$ cat config.mk
export PLATFORM = sky130hd
export DESIGN_NAME = adc_lvds_capture
export DESIGN_NICKNAME = d
export VERILOG_FILES = /design/src/rtl/adc_lvds_capture.sv
export SDC_FILE = /design/constraint.sdc
export NUM_CORES = 1
export LEC_CHECK = 0
export CELL_PAD_IN_SITES_DETAIL_PLACEMENT = 1
export CELL_PAD_IN_SITES_GLOBAL_PLACEMENT = 2
export CORE_MARGIN = 2
export CORE_UTILIZATION = 36
export CTS_BUF_LIST = sky130_fd_sc_hd__clkbuf_4 sky130_fd_sc_hd__clkbuf_8
export DETAILED_ROUTE_END_ITERATION = 12
export PLACE_DENSITY_LB_ADDON = 0.1
export REMOVE_ABC_BUFFERS = 1
export SYNTH_ARGS = -nofsm -noshare
export SYNTH_HDL_FRONTEND = slang
export SYNTH_SLANG_ARGS = --single-unit
$ cat constraint.sdc
create_clock -name clk -period 6.15 [get_ports clk]
set_clock_uncertainty 0.05 [all_clocks]
set_input_delay 0.9225 -clock clk [delete_from_list [all_inputs] [get_ports clk]]
set_output_delay 0.9225 -clock clk [all_outputs]
set_load 0.01 [all_outputs]
$ cat src/rtl/adc_lvds_capture.sv
// Capture stage behind the AD9643 LVDS front end: two-stage sample pipeline with
// optional offset-binary to two's-complement conversion and a per-channel test-pattern checker.
module adc_lvds_capture #(
  parameter int DATA_W   = 14,
  parameter int NUM_CH   = 2,
  parameter int CNT_W    = 16,
  parameter int LOCK_CNT = 64
) (
  input  logic                     clk,
  input  logic                     rst_n,
  input  logic                     in_valid,
  input  logic [NUM_CH*DATA_W-1:0] in_data,
  input  logic                     fmt_twos,
  input  logic                     chk_en,
  input  logic [1:0]               chk_mode,
  input  logic [DATA_W-1:0]        chk_pattern,
  input  logic                     err_clr,
  output logic                     out_valid,
  output logic [NUM_CH*DATA_W-1:0] out_data,
  output logic [NUM_CH-1:0]        chk_locked,
  output logic [NUM_CH*CNT_W-1:0]  err_cnt
);

  localparam int RUN_W = $clog2(LOCK_CNT);
  localparam logic [RUN_W-1:0] RUN_MAX = RUN_W'(LOCK_CNT - 1);

  typedef enum logic [1:0] {ST_IDLE, ST_SEEK, ST_LOCK} st_t;

  function automatic logic [NUM_CH*DATA_W-1:0] to_twos(input logic [NUM_CH*DATA_W-1:0] d,
                                                         input logic en);
    logic [NUM_CH*DATA_W-1:0] r;
    r = d;
    for (int c = 0; c < NUM_CH; c++) r[c*DATA_W+DATA_W-1] = d[c*DATA_W+DATA_W-1] ^ en;
    return r;
  endfunction

  // Reset asserts asynchronously; release is retimed to clk through two flops.
  logic [1:0] rst_sync_q, rst_sync_d;
  logic       rst_ni;

  always_comb rst_sync_d = {rst_sync_q[0], 1'b1};

  always_ff @(posedge clk or negedge rst_n) begin
    if (!rst_n) rst_sync_q <= '0;
    else        rst_sync_q <= rst_sync_d;
  end

  assign rst_ni = rst_sync_q[1];

  logic                     vld_p1_q, vld_p1_d, vld_p2_q, vld_p2_d;
  logic [NUM_CH*DATA_W-1:0] data_p1_q, data_p1_d, data_p2_q, data_p2_d;
  logic [1:0]               mode_q, mode_d;
  logic                     active, mode_chg;

  always_comb begin
    vld_p1_d  = in_valid;
    data_p1_d = in_valid ? in_data : data_p1_q;
    vld_p2_d  = vld_p1_q;
    data_p2_d = vld_p1_q ? to_twos(data_p1_q, fmt_twos) : data_p2_q;
    mode_d    = chk_mode;
  end

  // stage 1: raw capture; stage 2: formatted output
  always_ff @(posedge clk or negedge rst_ni) begin
    if (!rst_ni) begin
      vld_p1_q  <= 1'b0;
      data_p1_q <= '0;
      vld_p2_q  <= 1'b0;
      data_p2_q <= '0;
      mode_q    <= 2'd0;
    end else begin
      vld_p1_q  <= vld_p1_d;
      data_p1_q <= data_p1_d;
      vld_p2_q  <= vld_p2_d;
      data_p2_q <= data_p2_d;
      mode_q    <= mode_d;
    end
  end

  assign out_valid = vld_p2_q;
  assign out_data  = data_p2_q;
  assign active    = chk_en && (chk_mode != 2'd3);
  assign mode_chg  = chk_mode != mode_q;

  for (genvar c = 0; c < NUM_CH; c++) begin : g_chk
    st_t              st_q, st_d;
    logic [RUN_W-1:0] run_q, run_d;
    logic [DATA_W-1:0] exp_q, exp_d, smp;
    logic             seeded_q, seeded_d;
    logic [CNT_W-1:0] err_q, err_d;
    logic             match, is_pat, err_inc, locked;

    assign smp = data_p1_q[c*DATA_W +: DATA_W];

    always_ff @(posedge clk or negedge rst_ni) begin
      if (!rst_ni) begin
        st_q     <= ST_IDLE;
        run_q    <= '0;
        exp_q    <= '0;
        seeded_q <= 1'b0;
        err_q    <= '0;
      end else begin
        st_q     <= st_d;
        run_q    <= run_d;
        exp_q    <= exp_d;
        seeded_q <= seeded_d;
        err_q    <= err_d;
      end
    end

    always_comb begin
      st_d     = st_q;
      run_d    = run_q;
      exp_d    = exp_q;
      seeded_d = seeded_q;
      err_inc  = 1'b0;
      is_pat   = (smp == chk_pattern) || (smp == ~chk_pattern);
      case (chk_mode)
        2'd0:    match = smp == chk_pattern;
        2'd1:    match = !seeded_q || (smp == exp_q);
        2'd2:    match = seeded_q ? (smp == exp_q) : is_pat;
        default: match = 1'b0;
      endcase
      if (st_q == ST_IDLE) begin
        if (active) begin
          st_d     = ST_SEEK;
          run_d    = '0;
          seeded_d = 1'b0;
        end
      end else if (!active) begin
        st_d = ST_IDLE;
      end else if (mode_chg) begin
        st_d     = ST_SEEK;
        run_d    = '0;
        seeded_d = 1'b0;
      end else if (vld_p1_q) begin
        // Every valid sample re-seeds the expectation for the next one.
        exp_d    = (chk_mode == 2'd1) ? smp + DATA_W'(1) : ~smp;
        seeded_d = (chk_mode == 2'd1) || is_pat;
        if (st_q == ST_LOCK)       err_inc = !match;
        else if (!match)           run_d   = '0;
        else if (run_q == RUN_MAX) begin
          st_d  = ST_LOCK;
          run_d = '0;
        end else                   run_d   = run_q + RUN_W'(1);
      end
      if (err_clr)                                   err_d = '0;
      else if (err_inc && (err_q != {CNT_W{1'b1}}))  err_d = err_q + CNT_W'(1);
      else                                           err_d = err_q;
    end

    always_comb locked = (st_q == ST_LOCK);

    assign chk_locked[c]             = locked;
    assign err_cnt[c*CNT_W +: CNT_W] = err_q;
  end

endmodule

==> results.cfg <==
[route]
vias = 5740
drt-initial-drc-count = 200
final_antenna_net_count = 0
vias_per_cell = 5.31
routed_wl_mm = 19.9
post_drt_wl_per_cell_um = 18.4
dr.pass1.iters = 4
drc = 0

[cells_and_area]
n_fill_cell = 2229
diodes = 0
fin_cells = 1081
layout-drive-gt1-share_pct = 12.8
syn2layout_area_growth_pct = 21.8
final-seq-area_sq_um = 3510
postLayoutCoreUtil_pct = 44.3
num-nets-final = 854
multiInputGateArea_sq_um = 3520
design_area_sq_um = 8920

[hold_path]
hold_path_startpoint = rst_sync_q[0]
hold_path_class = register to register

[global_route]
grt_max_degree = 79
grt_pass1_vias = 6135
grt_antenna_before_repair = 0
grt_pass1_wl_mm = 33.4
overflow = 0
grt_usage_pct = 19.4

[sta]
timing.final.crit_share_pct = 59.8
holdWs_ps = 307
rsz0062_at_grt = no
hold_violations = 0
max_slew_margin_pct = 24.0
fin_tns_setup_ps = 0
fin_crit_ps = 3680
worst_slew_pin_slew_ps = 1140
fmax_ghz = 0.272
setup_viol = 0
slew_violations = 0

[die]
io_pins = 113
coreArea_sq_um = 20100
die_w_um = 147
start_util_pct = 36.4
dieArea_sq_um = 21500
rows = 52
die_h_um = 147

[clock_network]
cts_buffer_depth = 2
hold_buffers = 0
cts_buffers = 17
cts_sinks = 140
root_buffer = clkbuf_8
ctsHtreeMaxLevel = 4
cts-resized-gates = 0
cts_tree = yes
path_clk_slew_ps = 90
clock_latency_ps = 450
cts_setup_buffers = 0

[setup_path]
worstReg2RegStart = data_p1_q[2]
crit_required_ps = 6430
end_kind = register
critPathMaxFanout = 30
worstSetupPathType = input pin to register
crit_path_start = chk_mode[1]
worstPathArrival_ps = 3960
critPathLaunchType = input pin

[yosys]
synth_edf_count = 0
syn-cell-area_sq_um = 7320
yosys_warnings = 0
synth_cell_type_count = 46
synth_top_area_share_pct = 47.8
netlist_instances = 716
yosysMostFrequentCell = dfrtp_1
synth_async_sr_flop_share_pct = 100
ys.flop_type = dfrtp_1
yosysTopAreaCell = dfrtp_1
ys_top_cells_by_area = dfrtp_1, mux2_2, xnor2_1, xor2_1, a21oi_1
syn_area_per_cell_sq_um = 10.2
ys_seq_area_share_pct = 47.8
synthTopCellsByCount = dfrtp_1, xnor2_1, nand2_1
ys_ff_latch = 140

[power_and_ir_drop]
p_leak_nw = 3.51
vdd_drop_max_mv = 0.140
powerDensity_nw_per_um2 = 253

[placed_design]
dp_hpwl_mm = 14.3
placed_cells = 1049
routabilityCongestion = 0.768
place_area_sq_um = 8560
portBuffers = 112

[flow_run]
maxCapViolations = 0

[outcome]
status = completed
## where the power goes
part           internal (mW)  switching, mW  total, mW
logic                  0.228          0.177      0.405
registers               1.03          0.123       1.15
clock network          0.292          0.407      0.698
total                   1.55          0.707       2.25
## cell families after synthesis
logic type	Yosys count	share of synthesized area [%]
and+or+nand+nor	218	15.9
xor gates and xnor gates	89	10.6
DFF	140	47.8
AOI/OAI and AO/OA	144	11.9
buffers and inverters	62	4.10
adders and majority gates	6	1.03
muxes	56	8.58
other	1	0.0512
## through the flow
stage / total power [mW] / setup WS [ps]
floorplan: 1.38 / 1910
global placement: 1.56 / 2140
detailed placement: 1.58 / 1980
CTS: 2.29 / 2480
global route: 2.39 / 2210
finish: 2.25 / 2470
## registers in the layout, summed over array words and instances (netlist names)
| register | count |
|---|---|
| out_data | 28 |
| mode_q | 2 |
| g_chk.seeded_q | 2 |
| g_chk.exp_q | 28 |
| out_valid | 1 |
| g_chk.err_q | 32 |
| vld_p1_q | 1 |
| rst_sync_q | 2 |
| g_chk.st_q | 4 |
| data_p1_q | 28 |
| g_chk.run_q | 12 |
## layout by cell type (no fill, tap or decap), types with 3 or more instances in the layout
cell and count:
dfrtp_1 139, o31ai_1 13, xnor2_1 62, a21oi_1 43
nor2_1 27, and3_1 13, or4_1 16, a22o_1 3
or3_1 17, nand2_1 57, ha_1 6, clkdlybuf4s50_1 112
or2_2 5, and4_1 6, buf_4 6, nand3_1 18
nand4_1 21, nor4_1 13, clkinvlp_4 3, nand2b_1 3
a21o_1 3, a211oi_1 3, o21a_1 4, mux2_2 54
and2_1 7, xor2_1 27, nor2b_1 6, o21ai_1 16
o21ai_0 39, nor3_1 6, clkbuf_8 17, a31oi_1 10
inv_6 8, inv_1 7
## layer usage
metal | global-route usage, % | vias up | share of wire [%]
met5 | 0 | - | 0
met4 | 4.76 | 0 | 1.4
met3 | 4.31 | 21 | 3.4
met2 | 31.9 | 82 | 49
met1 | 26.1 | 2924 | 46
li1 | - | 2713 | -
## final cells by class
class / count / share of cell area [%]
multi-input combinational: 514 / 39.5
sequential: 140 / 39.3
timing repair buffer: 118 / 13.1
tap: 270 / 3.79
clock buffer: 17 / 2.62
clock inverter: 15 / 1.42
inverter: 7 / 0.295
## final timing paths
| kind | end | slack (ps) | cells after the start |
|---|---|---|---|
| hold reg to reg | rst_sync_q[1] | 310 | 0 |
| max in group asynchronous | g_chk[1].exp_q[10] | 4130 | 1 |
| setup reg to reg | g_chk[0].err_q[1] | 2920 | 7 |
| setup / recovery | g_chk[0].err_q[1] | 2470 | 8 |
| min in group asynchronous | out_data[21] | 470 | 0 |
| hold / removal | rst_sync_q[1] | 310 | 0 |
## critical path, cell delays in order
cell and delay, ps:
clkdlybuf4s50_1 640, xnor2_1 200, or4_1 560, nor4_1 220, a211oi_1 130, o21bai_2 930
mux2i_1 280, nor2_1 60
(Power assumes the default switching activity.)
